$ cat config.mk
export PLATFORM = sky130hd
export DESIGN_NAME = echo_delay_ctrl
export DESIGN_NICKNAME = d
export VERILOG_FILES = /design/src/rtl/echo_delay_ctrl.sv
export SDC_FILE = /design/constraint.sdc
export NUM_CORES = 1
export LEC_CHECK = 0
export ABC_AREA = 1
export CORE_UTILIZATION = 49
export DETAILED_ROUTE_END_ITERATION = 10
export PLACE_DENSITY_LB_ADDON = 0.12
export RECOVER_POWER = 50
export SLEW_MARGIN = 5
export SYNTH_ARGS = -nofsm -noshare
export SYNTH_HDL_FRONTEND = slang
export SYNTH_SLANG_ARGS = --single-unit
$ cat constraint.sdc
create_clock -name sysclk -period 2 [get_ports sysclk]
set_input_delay 0.6 -clock sysclk [delete_from_list [all_inputs] [get_ports sysclk]]
set_output_delay 0.6 -clock sysclk [all_outputs]
set_load 0.005 [all_outputs]
$ cat src/rtl/echo_delay_ctrl.sv
// -----------------------------------------------------------------------------
// echo_delay_ctrl
//
// Sequencer for the echo delay-line FIFO. The ADC data_valid strobe is
// synchronised into one-cycle sample ticks. On each tick the controller issues
// FIFO write and/or read requests so that the FIFO settles at exactly the
// selected delay (delay_sel * STEP samples). It fills, holds, shrinks (drains)
// and flushes the delay line. echo_en marks cycles where the FIFO output is a
// valid delayed sample.
//
// Ports:
//   sysclk      in   system clock, all logic on the rising edge
//   reset_n     in   asynchronous active-low reset
//   enable      in   echo function enable (level)
//   data_valid  in   ADC sample strobe, asynchronous, high >= 2 sysclk cycles
//   delay_sel   in   delay select, target = delay_sel * STEP samples
//   flush       in   one-cycle request to empty the delay line
//   fifo_full   in   FIFO full flag
//   fifo_empty  in   FIFO empty flag
//   wrreq       out  FIFO write request (registered, one cycle)
//   rdreq       out  FIFO read request (registered, one cycle)
//   sample_tick out  one-cycle pulse per accepted ADC sample
//   echo_en     out  FIFO q holds a valid delayed sample
//   occupancy   out  controller's count of words in the FIFO
//   busy        out  high while flushing or draining
// -----------------------------------------------------------------------------
module echo_delay_ctrl #(
  parameter int DEPTH = 1024,
  parameter int AW    = 10,
  parameter int STEP  = 64
) (
  input  logic          sysclk,
  input  logic          reset_n,
  input  logic          enable,
  input  logic          data_valid,
  input  logic [3:0]    delay_sel,
  input  logic          flush,
  input  logic          fifo_full,
  input  logic          fifo_empty,
  output logic          wrreq,
  output logic          rdreq,
  output logic          sample_tick,
  output logic          echo_en,
  output logic [AW:0]   occupancy,
  output logic          busy
);

  typedef enum logic [2:0] {
    S_IDLE,
    S_FILL,
    S_RUN,
    S_DRAIN,
    S_FLUSH
  } state_t;

  localparam logic [AW+4:0] STEP_W  = (AW+5)'(STEP);
  localparam logic [AW+4:0] TGT_MAX = (AW+5)'(DEPTH - 1);
  localparam logic [AW:0]   TGT_CAP = (AW+1)'(DEPTH - 1);
  localparam logic [AW:0]   OCC_MAX = (AW+1)'(DEPTH);

  // Synchroniser chain for the asynchronous data_valid strobe
  logic sync1_q, sync2_q, sync3_q;
  logic tick;

  state_t      state_q, state_d;
  logic [AW:0] occ_q, occ_d;
  logic [AW:0] tgt_q, tgt_d;
  logic        wrreq_q, wrreq_d;
  logic        rdreq_q, rdreq_d;
  logic        sample_tick_q;

  logic [AW+4:0] tgt_raw;
  logic [AW:0]   tgt_now;
  logic [AW:0]   occ_inc, occ_dec;
  logic          active;
  logic          flush_entry;

  // Rising edge of the synchronised strobe; one tick per data_valid pulse
  assign tick = sync2_q & ~sync3_q;

  // Target in samples, clamped to one less than the FIFO capacity
  assign tgt_raw = {{(AW+1){1'b0}}, delay_sel} * STEP_W;
  assign tgt_now = (tgt_raw > TGT_MAX) ? TGT_CAP : tgt_raw[AW:0];

  assign occ_inc = occ_q + 1'b1;
  assign occ_dec = occ_q - 1'b1;

  assign active = (state_q == S_FILL) || (state_q == S_RUN) || (state_q == S_DRAIN);

  // Flush/disable requests outrank ticks; a zero target only becomes visible
  // on a tick because the target is sampled only then.
  assign flush_entry = active && (flush || !enable || (tick && (tgt_now == '0)));

  always_comb begin
    state_d = state_q;
    occ_d   = occ_q;
    tgt_d   = tick ? tgt_now : tgt_q;
    wrreq_d = 1'b0;
    rdreq_d = 1'b0;

    if (state_q == S_FLUSH) begin
      // Free-running reads, not tick-gated, until the line is empty
      if ((occ_q == '0) || fifo_empty) begin
        occ_d   = '0;
        state_d = (enable && (tgt_q != '0)) ? S_FILL : S_IDLE;
      end else begin
        rdreq_d = 1'b1;
        occ_d   = occ_dec;
      end
    end else if (flush_entry) begin
      // Any coincident tick is dropped here
      state_d = S_FLUSH;
    end else if (tick && (active || (enable && (tgt_now != '0)))) begin
      // One tick handler for every working phase: the relation between the
      // freshly sampled target and the current occupancy decides whether the
      // tick grows, holds or shrinks the delay line.
      if (tgt_now > occ_q) begin
        if (fifo_full || (occ_q >= OCC_MAX)) begin
          // FIFO cannot take more: clamp the delay at the current depth
          state_d = S_RUN;
        end else begin
          wrreq_d = 1'b1;
          occ_d   = occ_inc;
          state_d = (occ_inc == tgt_now) ? S_RUN : S_FILL;
        end
      end else if (tgt_now < occ_q) begin
        rdreq_d = 1'b1;
        occ_d   = occ_dec;
        state_d = (occ_dec == tgt_now) ? S_RUN : S_DRAIN;
      end else begin
        state_d = S_RUN;
        // With the FIFO reporting full, skip the whole read/write pair so the
        // internal count stays in step with the FIFO.
        if (!fifo_full) begin
          wrreq_d = 1'b1;
          rdreq_d = 1'b1;
        end
      end
    end
  end

  always_ff @(posedge sysclk or negedge reset_n) begin
    if (!reset_n) begin
      sync1_q       <= 1'b0;
      sync2_q       <= 1'b0;
      sync3_q       <= 1'b0;
      sample_tick_q <= 1'b0;
      state_q       <= S_IDLE;
      occ_q         <= '0;
      tgt_q         <= '0;
      wrreq_q       <= 1'b0;
      rdreq_q       <= 1'b0;
    end else begin
      sync1_q       <= data_valid;
      sync2_q       <= sync1_q;
      sync3_q       <= sync2_q;
      sample_tick_q <= tick;
      state_q       <= state_d;
      occ_q         <= occ_d;
      tgt_q         <= tgt_d;
      wrreq_q       <= wrreq_d;
      rdreq_q       <= rdreq_d;
    end
  end

  assign wrreq       = wrreq_q;
  assign rdreq       = rdreq_q;
  assign sample_tick = sample_tick_q;
  assign occupancy   = occ_q;
  assign echo_en     = (state_q == S_RUN);
  assign busy        = (state_q == S_FLUSH) || (state_q == S_DRAIN);

endmodule

==> results.txt, run 1 <==
Multi-input logic area = 1520 um2
CP max stage cell = dfrtp_1
CP cell instances = buf_4 > buf_4 > nand3_1 > nand2_1 > dlygate4sd2_1
Largest net degree at the start of global routing = 25
Pwr Density = 1490 nW/um2
Critical path launch point type = flip-flop
Asr flop ratio synth = 100%
Area Overhead vs Synth = 49.3%
I/O pins = 27
FF/Latch Area = 606 um2
Layout Nets = 450
Routed wire length = 7510 um
#FFs+latches synth = 24
GPL Wtd Cong = 0.975
HP Class = reg -> reg
Die Wd = 67.8 um
Placed instance area = 2760 um2
Clock-pin slew on the worst setup and hold paths = 90 ps
Post-synth top area share = 28.3%
CTS Hold Bufs = 0
Worst-Margin Slew = 624 ps
Inserted Diodes = 0
Syn. warnings = 0
Share of cells above drive strength 1 = 30.7%
WS Path Type = reg -> out
Peak-usage layer in the global routing report = met2
Post-Route Skew = 5.57 ps
Largest stage delay, worst path = 390 ps
Placed insts = 460
Most used cell, CP = buf_4
Seq/Total Area, Yosys = 28.3%
Port Buffers = 26
Post-DP HPWL = 5290 um
Final hold vios = 0
GR Layer Usage met3 = 5.91%
Grt ovf = 0
Core Footprint = 4090 um2
Required time of the worst setup path = 1400 ps
Mapped Nets = 362
Row cnt = 23
Worst-skew pair later-pin latency = 270 ps
Max IR drop VDD = 1.09 mV
Vias in the first global route = 2327
Critical path buffers and inverters = 3
CP endpoint kind = output port
Total GRT Usage = 33.4%
Critical Path AT = 1370 ps
Vias per cell = 5.59
Max Fclk = 507 MHz
Via Count = 2683
Maxcap violations = 0
Unique masters post-synth = 31
CTS max path bufs = 2
Yosys top cell by area = dfrtp_1
EDFF count, synth = 0
Max-slew violations = 0
Fillers = 315
Detailed-route wire length per cell = 15.7 um
Initial drt markers = 204
Fin crit period = 1970 ps
CTS tree = built
Fin area = 3170 um2
Layout Cells excl Fill = 480
RSZ-0062 raised after global routing = true
Syn Inst Count = 343
DRC = 0
Fin util = 77.5%
Met1 Use GR = 46.5%
Post-synth top flop = dfrtp_1
Final worst-path cycle share = 98.6%
Clk sinks = 24
Met2 usage = 51.4%
Area contributors post-synth = dfrtp_1 (28%), nand2_1 (22%), nand3_1 (10%), nor2_1 (6.5%), inv_1 (5.8%)
Final setup viols = 0
Synthesized area per cell = 6.18 um2
Post-Syn Area = 2120 um2
Final ANT Viol Nets = 0
First-pass GRT wire length = 11100 um
CTS H-tree lvls = 1
Initial antenna violation count = 0
Clock root buffer = clkbuf_8
Initial Utilization = 51.9%
1st-pass router iterations = 5
Die height = 67.8 um
Leak = 0.00159 uW
Cell family with most CP delay = buffers and inverters
Status = complete, no violations
Critical Path Fanout Max = 2
Die footprint = 4600 um2
Total CTS buffers = 3
Worst rel slew slack = 58.4%
## final timing paths
path / slack [ps] / startpoint / to / cells after the start
max: 30 / state_q[1]$_DFFE_PN0P_ / busy / 5
min: 360 / sync1_q$_DFF_PN0_ / sync2_q$_DFF_PN0_ / 0
max reg2reg: 60 / occupancy[1]$_DFFE_PN0P_ / state_q[0]$_DFFE_PN0P_ / 13
min reg2reg: 360 / sync1_q$_DFF_PN0_ / sync2_q$_DFF_PN0_ / 0
max in group asynchronous: 700 / reset_n / occupancy[4]$_DFFE_PN0P_ / 2
min in group asynchronous: 860 / reset_n / occupancy[0]$_DFFE_PN0P_ / 2
## registers in the layout, summed over array words and instances (netlist names)
register / flops
sync1_q: 1
tgt_q: 4
rdreq: 1
state_q: 3
sync2_q: 1
sync3_q: 1
occupancy: 11
wrreq: 1
sample_tick: 1
## per-layer routing
layer | part of all wire, % | vias up | wire length (um)
li1 | - | 1285 | -
met1 | 43 | 1244 | 3240
met2 | 47 | 134 | 3510
met3 | 7.9 | 20 | 592
met4 | 2.4 | 0 | 177
met5 | 0 | - | 0
## synth_stat cells, types with 2 or more instances
cell	number
nor2_4	2
or2_1	2
inv_2	5
buf_2	3
nor2_2	3
ha_1	8
nand4_1	7
nor2_1	37
a21oi_1	13
o21ai_1	6
nor3_1	3
clkbuf_1	2
nand2_1	122
nand2_2	2
buf_4	3
dfrtp_1	24
o21ai_0	11
inv_1	33
nand3_1	44
nand3_2	2
## kinds of logic (layout without fill, tap and decap cells)
kind of cell | Yosys count | after routing | synth area share, %
AOI/OAI and AO/OA | 35 | 35 | 9.32
adders and majority gates | 8 | 8 | 4.72
xor gates and xnor gates | 2 | 2 | 0.826
and+or+nand+nor | 227 | 227 | 47.4
buffers and inverters | 47 | 134 | 9.38
DFF | 24 | 24 | 28.3
## final cells by class
class	instances	share of cell area, %
Clock inverter	1	0.949
Clock buffer	3	1.30
Tap cell	50	1.98
Sequential cell	24	19.1
Multi-Input combinational cell	272	48.1
Timing Repair Buffer	91	23.8
Inverter	38	4.58
Timing Repair inverter	1	0.237
## cells in the final DEF, fill, tap and decap left out, drive strengths merged
master and instances:
a21oi 13, a31oi 2, buf 63, bufinv 1, clkbuf 8, clkdlybuf4s15 1, clkdlybuf4s50 17, clkinvlp 1
dfrtp 24, dlygate4sd2 1, dlygate4sd3 2, dlymetal6s2s 2, ha 8, inv 38, nand2 124, nand3 46
nand4 9, nor2 42, nor3 4, o211ai 2, o21ai 17, o41ai 1, or2 2, xnor2 1
xor2 1
## power breakdown
| group | leakage, uW | total (uW) | switching [uW] | internal (uW) |
|---|---|---|---|---|
| sequential | 0.000294 | 842 | 212 | 630 |
| combinational | 0.00126 | 3440 | 1930 | 1510 |
| clock | 0.0000357 | 430 | 162 | 268 |
| total | 0.00159 | 4710 | 2300 | 2410 |
## per-stage QoR
stage / hold WS [ps] / TNS, ps / total power [uW] / setup WS (ps)
finish: 361 / 0 / 4710 / 27.3
global route: 381 / -193 / 5070 / -109
CTS: 361 / -1.22 / 4340 / -1.22
detailed placement: 340 / -7280 / 3590 / -539
global placement: 338 / -6660 / 3560 / -490
floorplan: 304 / 0 / 2420 / 48.4
## timing repair
item | CTS | global route
pin swaps | 14 | 15
setup endpoints to repair | 20 | 20
cloned | 2 | 0
setup buffers | 8 | 6
resized for setup | 30 | 44
Power figures use the tool's default switching activity.
==> run 2: changes to the inputs <==
--- a/config.mk
+++ b/config.mk
@@ -10,7 +10,6 @@
 export DETAILED_ROUTE_END_ITERATION = 10
 export PLACE_DENSITY_LB_ADDON = 0.12
 export RECOVER_POWER = 50
-export SLEW_MARGIN = 5
 export SYNTH_ARGS = -nofsm -noshare
 export SYNTH_HDL_FRONTEND = slang
 export SYNTH_SLANG_ARGS = --single-unit
==> constraint.sdc (replaced) <==
create_clock -name sysclk -period 1.8 [get_ports sysclk]
set_input_delay 0.54 -clock sysclk [delete_from_list [all_inputs] [get_ports sysclk]]
set_output_delay 0.54 -clock sysclk [all_outputs]
set_load 0.005 [all_outputs]
==> results.txt, run 2 (synthesized netlist as in run 1, its figures left out) <==
Status = finished, violations left
Min Hold Slack = 366 ps
Worst hold stages = 0
Critical path depth = 12
HP Class = reg -> reg
1st-pass router iterations = 8
Total CTS buffers = 3
Post-Route Skew = 4.65 ps
Fin util = 84.6%
Max-slew violations = 0
CP endpoint kind = flip-flop
CP max stage cell = dfrtp_1
Worst-Margin Slew = 640 ps
Clock root buffer = clkbuf_8
Fin area = 3460 um2
Leak = 0.00175 uW
Required time of the worst setup path = 2010 ps
Layout Cells excl Fill = 500
Die height = 67.8 um
Initial drt markers = 283
CTS Hold Bufs = 0
Routed wire length = 8480 um
Worst rel slew slack = 57.4%
Core Footprint = 4090 um2
Total GRT Usage = 35.4%
DRC = 0
Placed insts = 468
Via Count = 2944
CTS max path bufs = 2
Pwr Density = 1690 nW/um2
Most used cell, CP = nand3_2
Largest stage delay, worst path = 400 ps
Port Buffers = 26
Die Wd = 67.8 um
Post-route setup TNS = -1660 ps
Most common cell after layout, fill and taps aside = nand2_1
First-pass GRT wire length = 11800 um
Maxcap violations = 0
Share of cells above drive strength 1 = 39.8%
CTS tree = built
Final setup viols = 13
Setup ws final = -217 ps
Initial antenna violation count = 0
Final ANT Viol Nets = 0
Cell family with most CP delay = simple AND/OR/NAND/NOR gates
Clock-pin slew on the worst setup and hold paths = 90 ps
Fin crit period = 2020 ps
Critical path buffers and inverters = 2
Max IR drop VDD = 1.08 mV
Clk sinks = 24
Critical path launch point type = flip-flop
Violated checks = setup timing
Initial Utilization = 51.9%
Grt ovf = 0
Commonest cells after routing, fill and taps aside = nand2_1 (105), buf_4 (71), nand3_1 (38)
Vias in the first global route = 2527
CP cell instances = inv_2 > ha_4 > nand2_2 > nor2_4 > nand3_2 > nand4_4 > nand3_2 > inv_2 > nand2_1 > o21ai_1 > nand3_2 > nand2_1
Max reg flops = 11
Post-DP HPWL = 5270 um
Die footprint = 4600 um2
Inserted Diodes = 0
CTS H-tree lvls = 1
RSZ-0062 raised after global routing = true
Final worst-path cycle share = 112%
Row cnt = 23
GPL Wtd Cong = 1.06
Critical Path Fanout Max = 6
I/O pins = 27
R2R cell count = 12
Final hold vios = 0
Worst-skew pair later-pin latency = 280 ps
Max Fclk = 496 MHz
Detailed-route wire length per cell = 17.0 um
WS Path Type = reg -> reg
Critical Path AT = 2230 ps
Area Overhead vs Synth = 63.1%
Vias per cell = 5.89
Layout Nets = 470
Placed instance area = 2890 um2
Largest net degree at the start of global routing = 25
==> run 2: cell count changes in the layout (fill, tap and decap cells not counted), sizes merged <==
cell / before / now
buf: 63 / 85
clkbuf: 8 / 5
clkdlybuf4s15: 1 / 3
clkdlybuf4s50: 17 / 7
dlygate4sd2: 1 / 9
dlymetal6s2s: 2 / 3
==> run 2: worst paths after layout <==
path,from,end,slack (ps)
setup / recovery,occupancy[9]$_DFFE_PN0P_,occupancy[5]$_DFFE_PN0P_,-220
max in group asynchronous,reset_n,occupancy[7]$_DFFE_PN0P_,540
min in group asynchronous,reset_n,occupancy[0]$_DFFE_PN0P_,800
hold / removal,sync1_q$_DFF_PN0_,sync2_q$_DFF_PN0_,370
hold reg to reg,sync1_q$_DFF_PN0_,sync2_q$_DFF_PN0_,370
setup reg to reg,occupancy[9]$_DFFE_PN0P_,occupancy[5]$_DFFE_PN0P_,-220
==> run 2: layer usage <==
metal | GRT usage, % | share of wire (%) | vias to the layer above
met5 | 0 | 0 | -
met4 | 13.0 | 4.7 | 0
met3 | 8.28 | 11 | 55
met2 | 55.6 | 45 | 219
met1 | 46.9 | 40 | 1350
li1 | - | - | 1320
==> run 2: layout make-up <==
class | instances | area (um2)
clock buffer | 3 | 41.3
clock inverter | 1 | 30.0
fill | 250 | 628
inverter | 38 | 150
multi-input combinational | 272 | 1630
sequential | 24 | 607
tap | 50 | 62.6
timing repair buffer | 111 | 935
timing repair inverter | 1 | 7.51
==> run 2: power by group <==
part | internal [uW] | leakage [uW] | total (uW) | switching [uW]
logic | 1930 | 0.00142 | 4500 | 2570
registers | 702 | 0.000293 | 840 | 138
clock network | 298 | 0.0000357 | 489 | 191
==> run 2: stage by stage <==
step / total power [uW] / setup WS [ps]
4_1_cts: 5270 / -131
5_1_grt: 6150 / -272
6_report: 5830 / -217
2_1_floorplan: 2780 / -21.3
3_5_place_dp: 4190 / -643
3_3_place_gp: 4160 / -568
==> run 2: what timing repair did <==
item                                    CTS  global route
resized for setup                        73            50
cloned                                    2             0
pin swaps                                22            23
setup buffers                            20             7
endpoints found under the setup margin   29            19
==> run 3: changes to the inputs <==
--- a/config.mk
+++ b/config.mk
@@ -7,6 +7,7 @@
 export LEC_CHECK = 0
 export ABC_AREA = 1
 export CORE_UTILIZATION = 49
+export CTS_CLUSTER_DIAMETER = 120
 export DETAILED_ROUTE_END_ITERATION = 10
 export PLACE_DENSITY_LB_ADDON = 0.12
 export RECOVER_POWER = 50
==> results of run 3 <==
Final layout, timing and power as in run 2 (identical DEF).
